## config.mk

```make
export PLATFORM = sky130hd
export DESIGN_NAME = uart_frame_parser
export DESIGN_NICKNAME = d
export VERILOG_FILES = /design/src/rtl/uart_frame_parser.sv
export SDC_FILE = /design/constraint.sdc
export NUM_CORES = 1
export LEC_CHECK = 0
export ABC_CLOCK_PERIOD_IN_PS = 5100
export CAP_MARGIN = 20
export CELL_PAD_IN_SITES_DETAIL_PLACEMENT = 2
export CELL_PAD_IN_SITES_GLOBAL_PLACEMENT = 2
export CORE_ASPECT_RATIO = 1.4
export CORE_MARGIN = 2
export CORE_UTILIZATION = 30
export CTS_CLUSTER_DIAMETER = 150
export DETAILED_ROUTE_END_ITERATION = 6
export PLACE_DENSITY = 0.74
export SYNTH_ARGS = -nofsm -noshare
export SYNTH_HDL_FRONTEND = slang
export SYNTH_SLANG_ARGS = --single-unit
```

## constraint.sdc

```tcl
create_clock -name clk_50M -period 5.1 [get_ports clk_50M]
set_clock_uncertainty 0.05 [all_clocks]
set_input_delay 0.765 -clock clk_50M [delete_from_list [all_inputs] [get_ports clk_50M]]
set_output_delay 0.765 -clock clk_50M [all_outputs]
set_load 0.01 [all_outputs]
```

## src/rtl/uart_frame_parser.sv

```systemverilog
// uart_frame_parser
//   Assembles single UART bytes into a fixed 14-byte command frame:
//     HEAD0 HEAD1 FUNC D1..D10 CHK
//   CHK is the 8-bit sum of FUNC and D1..D10. Only a frame with a good CHK
//   updates the held outputs, so downstream logic never sees partial frames.
//
//   Ports
//     clk_50M              in   system clock
//     rst                  in   synchronous active-high reset
//     rx_data[7:0]         in   received byte, valid while rx_done=1
//     rx_done              in   one-cycle byte strobe
//     func_reg[7:0]        out  function code of last good frame
//     rev_data1..10[7:0]   out  payload bytes of last good frame
//     pack_done            out  one-cycle pulse, outputs were updated
//     chk_err              out  one-cycle pulse, frame dropped on bad checksum
//     timeout_err          out  one-cycle pulse, frame aborted by inter-byte timeout
//
//   state  | meaning
//   IDLE   | hunting for HEAD0
//   HDR1   | HEAD0 seen, expecting HEAD1
//   FUNC   | expecting function code
//   DATA   | collecting the ten payload bytes
//   CHK    | expecting checksum byte
module uart_frame_parser #(
    parameter logic [7:0]  _HEAD0          = 8'h55,
    parameter logic [7:0]  _HEAD1          = 8'hAA,
    parameter int unsigned _TIMEOUT_CYCLES = 50000
) (
    input  logic       clk_50M,
    input  logic       rst,
    input  logic [7:0] rx_data,
    input  logic       rx_done,
    output logic [7:0] func_reg,
    output logic [7:0] rev_data1,
    output logic [7:0] rev_data2,
    output logic [7:0] rev_data3,
    output logic [7:0] rev_data4,
    output logic [7:0] rev_data5,
    output logic [7:0] rev_data6,
    output logic [7:0] rev_data7,
    output logic [7:0] rev_data8,
    output logic [7:0] rev_data9,
    output logic [7:0] rev_data10,
    output logic       pack_done,
    output logic       chk_err,
    output logic       timeout_err
);

    localparam int              CW = $clog2(_TIMEOUT_CYCLES);
    localparam logic [CW-1:0]   TC = CW'(_TIMEOUT_CYCLES - 1);

    typedef enum logic [2:0] {
        S_IDLE,
        S_HDR1,
        S_FUNC,
        S_DATA,
        S_CHK
    } state_t;

    state_t          r_state;
    logic [CW-1:0]   r_idle_cnt;
    logic [7:0]      r_sum;
    logic [3:0]      r_idx;
    logic [7:0]      r_func_sh;
    logic [7:0]      r_shadow [10];
    logic [7:0]      r_func_out;
    logic [7:0]      r_out    [10];
    // Checksum verdict is registered first and applied one edge later,
    // which gives the one-cycle output latency after the checksum byte.
    logic            r_good;
    logic            r_bad;
    logic            r_pack_done;
    logic            r_chk_err;
    logic            r_timeout_err;
    logic            w_timeout;

    // A byte arriving on the terminal count wins over the timeout.
    assign w_timeout = (r_state != S_IDLE) && !rx_done && (r_idle_cnt == TC);

    always_ff @(posedge clk_50M) begin
        if (rst) begin
            r_state       <= S_IDLE;
            r_idle_cnt    <= '0;
            r_sum         <= '0;
            r_idx         <= '0;
            r_func_sh     <= '0;
            r_shadow      <= '{default: '0};
            r_func_out    <= '0;
            r_out         <= '{default: '0};
            r_good        <= 1'b0;
            r_bad         <= 1'b0;
            r_pack_done   <= 1'b0;
            r_chk_err     <= 1'b0;
            r_timeout_err <= 1'b0;
        end else begin
            r_pack_done   <= 1'b0;
            r_chk_err     <= 1'b0;
            r_timeout_err <= 1'b0;
            r_good        <= 1'b0;
            r_bad         <= 1'b0;

            // Shadow registers are not written in IDLE, so a back-to-back
            // HEAD0 cannot disturb the copy below.
            if (r_good) begin
                r_func_out  <= r_func_sh;
                r_out       <= r_shadow;
                r_pack_done <= 1'b1;
            end
            if (r_bad) begin
                r_chk_err <= 1'b1;
            end

            if (rx_done || r_state == S_IDLE || w_timeout) begin
                r_idle_cnt <= '0;
            end else begin
                r_idle_cnt <= r_idle_cnt + 1'b1;
            end

            if (w_timeout) begin
                r_state       <= S_IDLE;
                r_timeout_err <= 1'b1;
            end else if (rx_done) begin
                case (r_state)
                    S_IDLE: begin
                        if (rx_data == _HEAD0) r_state <= S_HDR1;
                    end
                    S_HDR1: begin
                        if (rx_data == _HEAD1)      r_state <= S_FUNC;
                        else if (rx_data != _HEAD0) r_state <= S_IDLE;
                    end
                    S_FUNC: begin
                        r_func_sh <= rx_data;
                        r_sum     <= rx_data;
                        r_idx     <= '0;
                        r_state   <= S_DATA;
                    end
                    S_DATA: begin
                        r_shadow[r_idx] <= rx_data;
                        r_sum           <= r_sum + rx_data;
                        if (r_idx == 4'd9) begin
                            r_state <= S_CHK;
                        end else begin
                            r_idx <= r_idx + 4'd1;
                        end
                    end
                    S_CHK: begin
                        if (rx_data == r_sum) r_good <= 1'b1;
                        else                  r_bad  <= 1'b1;
                        r_state <= S_IDLE;
                    end
                    default: r_state <= S_IDLE;
                endcase
            end
        end
    end

    assign func_reg    = r_func_out;
    assign rev_data1   = r_out[0];
    assign rev_data2   = r_out[1];
    assign rev_data3   = r_out[2];
    assign rev_data4   = r_out[3];
    assign rev_data5   = r_out[4];
    assign rev_data6   = r_out[5];
    assign rev_data7   = r_out[6];
    assign rev_data8   = r_out[7];
    assign rev_data9   = r_out[8];
    assign rev_data10  = r_out[9];
    assign pack_done   = r_pack_done;
    assign chk_err     = r_chk_err;
    assign timeout_err = r_timeout_err;

endmodule

```

==> results.json, run 1 <==
{
  "die_area_sq_mm": 0.02889,
  "synth_edf_count": 0,
  "ios": 102,
  "finalCriticalPeriod_ns": 2.819,
  "max-cap-violations": 0,
  "track_usage_pct": 16.75,
  "grt_overflow": 0,
  "clk_pin_slew_ns": 0.06,
  "critical_path_buf_inv_count": 3,
  "cp_top_family": "buffers and inverters",
  "crit_required_ns": 5.47,
  "reg_top3": "r_shadow: 80 flops, r_idle_cnt: 16 flops",
  "ctsHoldBuffers": 0,
  "antenna_found_initial": 0,
  "critPathSlowestCell": "clkdlybuf4s50_1",
  "ys.flop_type": "dfxtp_1",
  "synth.distinct_cells": 53,
  "utilization_pct": 37.95,
  "max_freq_ghz": 0.3548,
  "dpl_worst_slack_ns": 1.739,
  "drv_slew": 0,
  "postSynthAreaPerCell_sq_um": 9.056,
  "cts_setup_buffers": 0,
  "netlist_area_sq_mm": 0.008259,
  "synth_nets": 936,
  "holdCritPathClass": "flip-flop to flip-flop",
  "diodes": 0,
  "fin_area_sq_mm": 0.01025,
  "finalPower_mw": 3.328,
  "critPathKind": "input pin to flip-flop",
  "leakagePower_nw": 3.350,
  "finalNonFillerCells": 1370,
  "cts_tree": "done",
  "rsz0062_at_grt": "false",
  "placedCellCount": 1331,
  "top_register": "r_shadow",
  "drtIter0Drc": 265,
  "ys_ff_latch": 212,
  "synth_most_common_cell": "dfxtp_1",
  "fin_nets": 1015,
  "final-hold-violation-count": 0,
  "start_util_pct": 30.58,
  "power_density_mw_per_mm2": 324.7,
  "cp_cell_sequence": "clkdlybuf4s50_1 > buf_4 > inv_1 > fa_1 > nor2b_1 > o31a_1 > or4_1 > nand3_1 > a31oi_1",
  "tns_ns": 0,
  "cts-root-buf": "clkbuf_16",
  "cp-end-kind": "flip-flop",
  "max_slew.worst_pin.slew_ns": 1.087,
  "portBuffers": 101,
  "grt_pass1_wl_um": 38850,
  "core_area_sq_mm": 0.02701,
  "holdWs_ns": 0.3866,
  "min_period_over_period_pct": 55.27,
  "largest_register_ffs": 80,
  "clk_latency_ns": 0.50,
  "setup_ws_ns": 2.281,
  "ir_drop_v": 0.0002145,
  "dieHeight_um": 200.3,
  "synth_top_cells_by_count": "dfxtp_1, nand2_1, nor2_1",
  "dp_hpwl_um": 15790,
  "path_max_fanout": 9,
  "remaining_drc_errors": 0,
  "layout-drive-gt1-share_pct": 5.672,
  "yosysTopAreaCellShare_pct": 51.39,
  "num_vias": 6599,
  "synthCells": 912,
  "routed_wl_um": 24140,
  "wl_per_cell_um": 17.62,
  "max_stage_delay_ns": 0.80,
  "cts_resized": 0,
  "grt_pass1_vias": 7055,
  "place_congestion": 0.7417,
  "max_slew_margin_pct": 27.56,
  "yosysTopAreaCell": "dfxtp_1",
  "synth_area_leaders": "dfxtp_1, mux2i_1, nand2_1, nor2_1, a21oi_1",
  "dr.pass1.iters": 4,
  "die_width_um": 144.2,
  "clock_path_buffers": 3,
  "synthArstFlopShare_pct": 0,
  "detail-route-antenna-nets": 0,
  "crit_arrival_ns": 3.19,
  "yosysWarnings": 0,
  "cts_sinks": 212,
  "cts_made_buffers": 23,
  "yosysSeqAreaShare_pct": 51.39,
  "std_cell_rows": 71,
  "grt_max_degree": 136,
  "dpl-instance-area_sq_mm": 0.009530,
  "syn2layout_area_growth_pct": 24.09,
  "vias_per_cell": 4.817,
  "startpoint_type": "input pin",
  "setup_viol": 0,
  "n_fill_cell": 3018,
  "rrSetupSlack_ns": 2.85,
  "ctsHtreeMaxLevel": 1,
  "status": "finished clean"
}
-- final timing paths --
path                                 start            to  depth (start not counted)
worst min register to register       r_bad       chk_err                          1
worst max-delay path            rx_data[1]      r_sum[6]                          9
worst max register to register  r_state[0]  r_shadow[37]                          6
worst min-delay path                 r_bad       chk_err                          1
-- layout make-up --
class                           count  area [sq um]  area share (%)
Sequential cell                   212          4248           41.45
Multi-Input combinational cell    634          3701           36.11
Timing Repair Buffer              112          1095           10.68
Clock buffer                       34         686.9           6.702
Tap cell                          365         456.7           4.456
Clock inverter                      5         31.28          0.3052
Inverter                            8         30.03          0.2930
-- per-layer routing --
metal  vias to the layer above  track usage (%)  wire length, um  share of wire (%)
met2                        91            31.09            12830                 53
met4                         0            3.988              414                1.7
li1                       3222                -                -                  -
met5                         -                0                0                  0
met3                        22            2.032              662                2.7
met1                      3264            20.28            10240                 42
-- cell families after synthesis --
logic type | Yosys count | share of synthesized area [%]
AOI/OAI and AO/OA | 122 | 8.272
xor gates and xnor gates | 15 | 1.591
muxes | 105 | 12.74
buffers and inverters | 66 | 3.802
adders and majority gates | 13 | 2.060
DFF | 212 | 51.39
and+or+nand+nor | 379 | 20.15
-- power by group --
group / leakage (nW) / switching (mW) / internal, mW
combinational: 1.29 / 0.0604 / 0.0190
clock: 0.354 / 0.666 / 0.927
sequential: 1.71 / 0.0000486 / 1.66
-- layout by cell type, fill, tap and decap left out, types with 3 or more instances in the layout --
| master | Yosys | final |
|---|---|---|
| clkinv_2 | 0 | 3 |
| o21ai_0 | 13 | 13 |
| inv_1 | 8 | 8 |
| nand2_1 | 144 | 144 |
| xor2_1 | 8 | 8 |
| nand4_1 | 7 | 7 |
| dfxtp_1 | 212 | 211 |
| a211oi_1 | 3 | 3 |
| clkbuf_8 | 0 | 7 |
| and2_1 | 7 | 7 |
| clkdlybuf4s50_1 | 0 | 100 |
| clkbuf_1 | 24 | 4 |
| a21o_1 | 3 | 3 |
| mux2i_1 | 104 | 104 |
| a21oi_1 | 85 | 85 |
| nand3b_1 | 3 | 3 |
| ha_1 | 12 | 12 |
| xnor2_1 | 7 | 7 |
| buf_4 | 2 | 11 |
| nand3_1 | 41 | 41 |
| clkbuf_16 | 0 | 23 |
| nor2_1 | 141 | 141 |
| nor3_1 | 11 | 11 |
| nor2b_1 | 5 | 5 |
Note: power is estimated with default switching activity, not from simulation.
==> run 2, diff against run 1 <==
--- a/config.mk
+++ b/config.mk
@@ -5,7 +5,7 @@
 export SDC_FILE = /design/constraint.sdc
 export NUM_CORES = 1
 export LEC_CHECK = 0
-export ABC_CLOCK_PERIOD_IN_PS = 5100
+export ABC_CLOCK_PERIOD_IN_PS = 2450
 export CAP_MARGIN = 20
 export CELL_PAD_IN_SITES_DETAIL_PLACEMENT = 2
 export CELL_PAD_IN_SITES_GLOBAL_PLACEMENT = 2
@@ -14,7 +14,7 @@
 export CORE_UTILIZATION = 30
 export CTS_CLUSTER_DIAMETER = 150
 export DETAILED_ROUTE_END_ITERATION = 6
-export PLACE_DENSITY = 0.74
+export PLACE_DENSITY = 0.77
 export SYNTH_ARGS = -nofsm -noshare
 export SYNTH_HDL_FRONTEND = slang
 export SYNTH_SLANG_ARGS = --single-unit
==> constraint.sdc (replaced) <==
create_clock -name clk_50M -period 2.45 [get_ports clk_50M]
set_clock_uncertainty 0.05 [all_clocks]
set_input_delay 0.3675 -clock clk_50M [delete_from_list [all_inputs] [get_ports clk_50M]]
set_output_delay 0.3675 -clock clk_50M [all_outputs]
set_load 0.01 [all_outputs]
==> results.json, run 2 (synthesis gave the netlist of run 1 again) <==
{
  "max-cap-violations": 0,
  "leakagePower_nw": 3.483,
  "cts_sinks": 212,
  "track_usage_pct": 17.02,
  "ir_drop_v": 0.0004291,
  "ctsHoldBuffers": 0,
  "power_density_mw_per_mm2": 694.3,
  "drtIter0Drc": 233,
  "dpl-instance-area_sq_mm": 0.009701,
  "cts_resized": 0,
  "rrSetupSlack_ns": 0.51,
  "dp_hpwl_um": 16090,
  "cts_tree": "done",
  "reg_top3": "r_shadow: 80 flops, r_idle_cnt: 16 flops",
  "largest_register_ffs": 80,
  "cts_setup_buffers": 0,
  "rsz0062_at_grt": "false",
  "layout_common_cells": "dfxtp_1, nand2_1, nor2_1",
  "setup_viol": 0,
  "dpl_worst_slack_ns": 0.04213,
  "max_freq_ghz": 0.5153,
  "setup_ws_ns": 0.5092,
  "grt_pass1_wl_um": 39420,
  "dr.pass1.iters": 4,
  "fin_nets": 1031,
  "holdCritPathClass": "input pin to flip-flop",
  "final_common_cell": "dfxtp_1",
  "pwr-share-clk_pct": 50.4,
  "portBuffers": 101,
  "status": "finished clean",
  "regArea_sq_mm": 0.004248,
  "final-hold-violation-count": 0,
  "cts_made_buffers": 23,
  "utilization_pct": 38.90,
  "grt_overflow": 0,
  "grt_pass1_vias": 7272,
  "start_util_pct": 30.58,
  "switching_share_pct": 20.74,
  "layout-drive-gt1-share_pct": 7.339,
  "std_cell_rows": 71,
  "cp-end-kind": "flip-flop",
  "remaining_drc_errors": 0,
  "clk_pin_slew_ns": 0.06,
  "ios": 102,
  "startpoint_type": "flip-flop",
  "die_area_sq_mm": 0.02889,
  "critPathKind": "flip-flop to flip-flop",
  "power.switching_mw": 1.512,
  "finalCriticalPeriod_ns": 1.941,
  "r2r_cells": 6,
  "routed_wl_um": 24430,
  "top_register": "r_shadow",
  "crit_arrival_ns": 2.24,
  "seq_power_share_pct": 47.2,
  "core_area_sq_mm": 0.02701,
  "vias_per_cell": 4.787,
  "fin_area_sq_mm": 0.01051,
  "max_slew_margin_pct": 55.07,
  "die_width_um": 144.2,
  "intPower_mw": 5.781,
  "antenna_found_initial": 0,
  "diodes": 0,
  "multiInputGateArea_sq_mm": 0.003701,
  "ctsHtreeMaxLevel": 1,
  "clock_path_buffers": 3,
  "cts-root-buf": "clkbuf_16",
  "pwr-share-comb_pct": 2.4,
  "dieHeight_um": 200.3,
  "crit_required_ns": 2.75,
  "grt_max_degree": 137,
  "place_congestion": 0.7809,
  "path_max_fanout": 36,
  "drv_slew": 0,
  "max_slew.worst_pin.slew_ns": 0.6740,
  "syn2layout_area_growth_pct": 27.19,
  "detail-route-antenna-nets": 0,
  "tns_ns": 0,
  "n_fill_cell": 2946,
  "min_period_over_period_pct": 79.21,
  "num_vias": 6639,
  "wl_per_cell_um": 17.62,
  "clk_latency_ns": 0.50,
  "hold_depth": 2
}
run 2: final timing paths:
path,from,end
worst max register to register,r_state[1],r_shadow[36]
worst min register to register,r_bad,chk_err
worst min-delay path,rst,func_reg[3]
worst max-delay path,r_state[1],r_shadow[36]
run 2: area by class of cell:
type / instances / area share [%]
Inverter: 8 / 0.2858
Timing Repair Buffer: 128 / 12.04
Clock inverter: 9 / 1.417
Multi-Input combinational cell: 634 / 35.23
Clock buffer: 31 / 6.241
Sequential cell: 212 / 40.44
Tap cell: 365 / 4.347
run 2: through the flow:
| stage | total power [mW] | hold slack, ns | cells |
|---|---|---|---|
| after global routing | 7.544 | 0.2214 | 1387 |
| after floorplan | 3.616 | 0.3638 | 912 |
| final | 7.294 | 0.2137 | 1387 |
| after global placement | 3.700 | 0.3734 | 1347 |
| after CTS | 7.394 | 0.2067 | 1387 |
| after detailed placement | 3.699 | 0.3876 | 1347 |
run 2: critical path: stages, from the launching register on:
cell	delay [ns]
dfxtp_1	0.53
nand4b_4	0.24
nor3b_4	0.27
buf_12	0.22
nand2_1	0.23
nand2_1	0.16
a21oi_1	0.07
run 2: power groups by stage:
stage	Sequential, mW	Combinational, mW	Clock, mW
after floorplan	3.52	0.0925	0
after global placement	3.52	0.178	0
after detailed placement	3.52	0.177	0
after CTS	3.44	0.176	3.77
after global routing	3.44	0.190	3.91
final	3.45	0.174	3.67
run 2: layer usage:
layer  wire length [um]  GRT usage (%)  up-vias  share of wire [%]
met1              10010          19.41     3285                 41
met2              13420          33.03       72                 55
met4                342          3.398        0                1.4
met3                660          2.415       24                2.7
met5                  0              0        -                  0
li1                   -              -     3258                  -
==> run 3, diff against run 2 <==
--- a/config.mk
+++ b/config.mk
@@ -5,7 +5,7 @@
 export SDC_FILE = /design/constraint.sdc
 export NUM_CORES = 1
 export LEC_CHECK = 0
-export ABC_CLOCK_PERIOD_IN_PS = 2450
+export ABC_CLOCK_PERIOD_IN_PS = 1900
 export CAP_MARGIN = 20
 export CELL_PAD_IN_SITES_DETAIL_PLACEMENT = 2
 export CELL_PAD_IN_SITES_GLOBAL_PLACEMENT = 2
@@ -14,7 +14,7 @@
 export CORE_UTILIZATION = 30
 export CTS_CLUSTER_DIAMETER = 150
 export DETAILED_ROUTE_END_ITERATION = 6
-export PLACE_DENSITY = 0.77
+export PLACE_DENSITY = 0.74
 export SYNTH_ARGS = -nofsm -noshare
 export SYNTH_HDL_FRONTEND = slang
 export SYNTH_SLANG_ARGS = --single-unit
==> constraint.sdc (replaced) <==
create_clock -name clk_50M -period 1.9 [get_ports clk_50M]
set_clock_uncertainty 0.05 [all_clocks]
set_input_delay 0.285 -clock clk_50M [delete_from_list [all_inputs] [get_ports clk_50M]]
set_output_delay 0.285 -clock clk_50M [all_outputs]
set_load 0.01 [all_outputs]
==> results.json, run 3 (synthesis gave the netlist of run 1 again) <==
{
  "grt_pass1_wl_um": 41170,
  "antenna_found_initial": 0,
  "vias_per_cell": 4.820,
  "wl_per_cell_um": 17.79,
  "cts_sinks": 212,
  "leakagePower_nw": 3.644,
  "path_max_fanout": 3,
  "ios": 102,
  "syn2layout_area_growth_pct": 30.78,
  "violations": "negative setup slack",
  "largest_register_ffs": 80,
  "dr.pass1.iters": 4,
  "track_usage_pct": 17.84,
  "crit_arrival_ns": 2.31,
  "fin_nets": 1068,
  "start_util_pct": 30.58,
  "dieHeight_um": 200.3,
  "max_freq_ghz": 0.5051,
  "drtIter0Drc": 200,
  "grt_overflow": 0,
  "max_slew.worst_pin.slew_ns": 0.6908,
  "final-hold-violation-count": 0,
  "max_slew_margin_pct": 53.95,
  "die_width_um": 144.2,
  "ctsHtreeMaxLevel": 1,
  "place_congestion": 0.8210,
  "ir_drop_v": 0.0004935,
  "n_fill_cell": 3017,
  "reg_top3": "r_shadow: 80 flops, r_idle_cnt: 16 flops",
  "max-cap-violations": 0,
  "layout-drive-gt1-share_pct": 10.90,
  "fin_area_sq_mm": 0.01080,
  "startpoint_type": "flip-flop",
  "routed_wl_um": 25260,
  "detail-route-antenna-nets": 0,
  "grt_max_degree": 120,
  "grt_pass1_vias": 7517,
  "dp_hpwl_um": 17000,
  "cts_tree": "done",
  "finalCriticalPeriod_ns": 1.980,
  "cp-end-kind": "flip-flop",
  "finalNonFillerCells": 1420,
  "clk_pin_slew_ns": 0.06,
  "setup_ws_ns": -0.07970,
  "holdWs_ns": 0.4063,
  "tns_ns": -0.07970,
  "top_register": "r_shadow",
  "critPathKind": "flip-flop to flip-flop",
  "remaining_drc_errors": 0,
  "core_area_sq_mm": 0.02701,
  "std_cell_rows": 71,
  "placedCellCount": 1383,
  "min_period_over_period_pct": 104.2,
  "power_density_mw_per_mm2": 831.6,
  "drv_slew": 0,
  "cts_made_buffers": 22,
  "num_vias": 6845,
  "holdCritPathClass": "flip-flop to flip-flop",
  "portBuffers": 101,
  "diodes": 0,
  "clock_path_buffers": 3,
  "clk_latency_ns": 0.50,
  "setup_viol": 1,
  "finalPower_mw": 8.982,
  "dpl-instance-area_sq_mm": 0.01003,
  "status": "finished with violations",
  "die_area_sq_mm": 0.02889,
  "layout_common_cells": "dfxtp_1, nand2_1, nor2_1",
  "crit_required_ns": 2.23,
  "cts-root-buf": "clkbuf_16",
  "rsz0062_at_grt": "true",
  "final_common_cell": "dfxtp_1"
}
run 3: layout make-up:
type	count	area (sq um)	share of cell area, %
Sequential cell	212	4250	39.35
Tap cell	365	456.7	4.228
Inverter	8	30.03	0.2780
Clock inverter	3	40.04	0.3707
Timing Repair Buffer	166	1615	14.95
Clock buffer	32	670.6	6.209
Multi-Input combinational cell	634	3739	34.61
run 3: what timing repair did:
action	4_1_cts	5_1_grt
gates resized for setup	3	10
hold buffers	1	0
endpoints found under the hold margin	2	0
endpoints found under the setup margin	2	36
pin swaps	0	3
buffers inserted	0	1
run 3: where the power goes:
part           total [mW]  internal, mW  leakage, nW  switching, mW
logic               0.256        0.0774         1.58          0.178
clock network        4.28          2.56        0.351           1.72
registers            4.44          4.44         1.71      0.0000939
total                8.98          7.08         3.64           1.90
run 3: path summary, 6_finish.rpt:
path                 from            to  slack [ns]  depth (start not counted)
max reg2reg      r_sum[0]      r_sum[6]       -0.08                          9
min          r_shadow[72]  r_shadow[72]        0.41                          2
max              r_sum[0]      r_sum[6]       -0.08                          9
min reg2reg  r_shadow[72]  r_shadow[72]        0.41                          2
run 3: worst max-delay path, cell delays in order, from the launching register on:
cell     delay (ns)
dfxtp_2        0.35
ha_4           0.17
inv_2          0.06
fa_2           0.21
nor2b_2        0.06
buf_4          0.13
o31a_1         0.26
or4_1          0.41
nand3_1        0.09
a31oi_1        0.08
run 3: per-layer routing:
| metal | vias to the layer above | wire length, um | global-route usage (%) |
|---|---|---|---|
| li1 | 3327 | - | - |
| met1 | 3402 | 10260 | 20.74 |
| met2 | 89 | 13780 | 33.95 |
| met3 | 27 | 679 | 2.199 |
| met4 | 0 | 542 | 4.473 |
| met5 | - | 0 | 0 |
run 3: metrics by stage:
| step | util (%) | setup WS (ns) |
|---|---|---|
| floorplan | - | 0.1709 |
| global placement | 37.15 | -0.4061 |
| detailed placement | 37.15 | -0.4654 |
| CTS | 39.86 | 0.01025 |
| global route | 40.00 | -0.1383 |
| finish | 40.00 | -0.07970 |
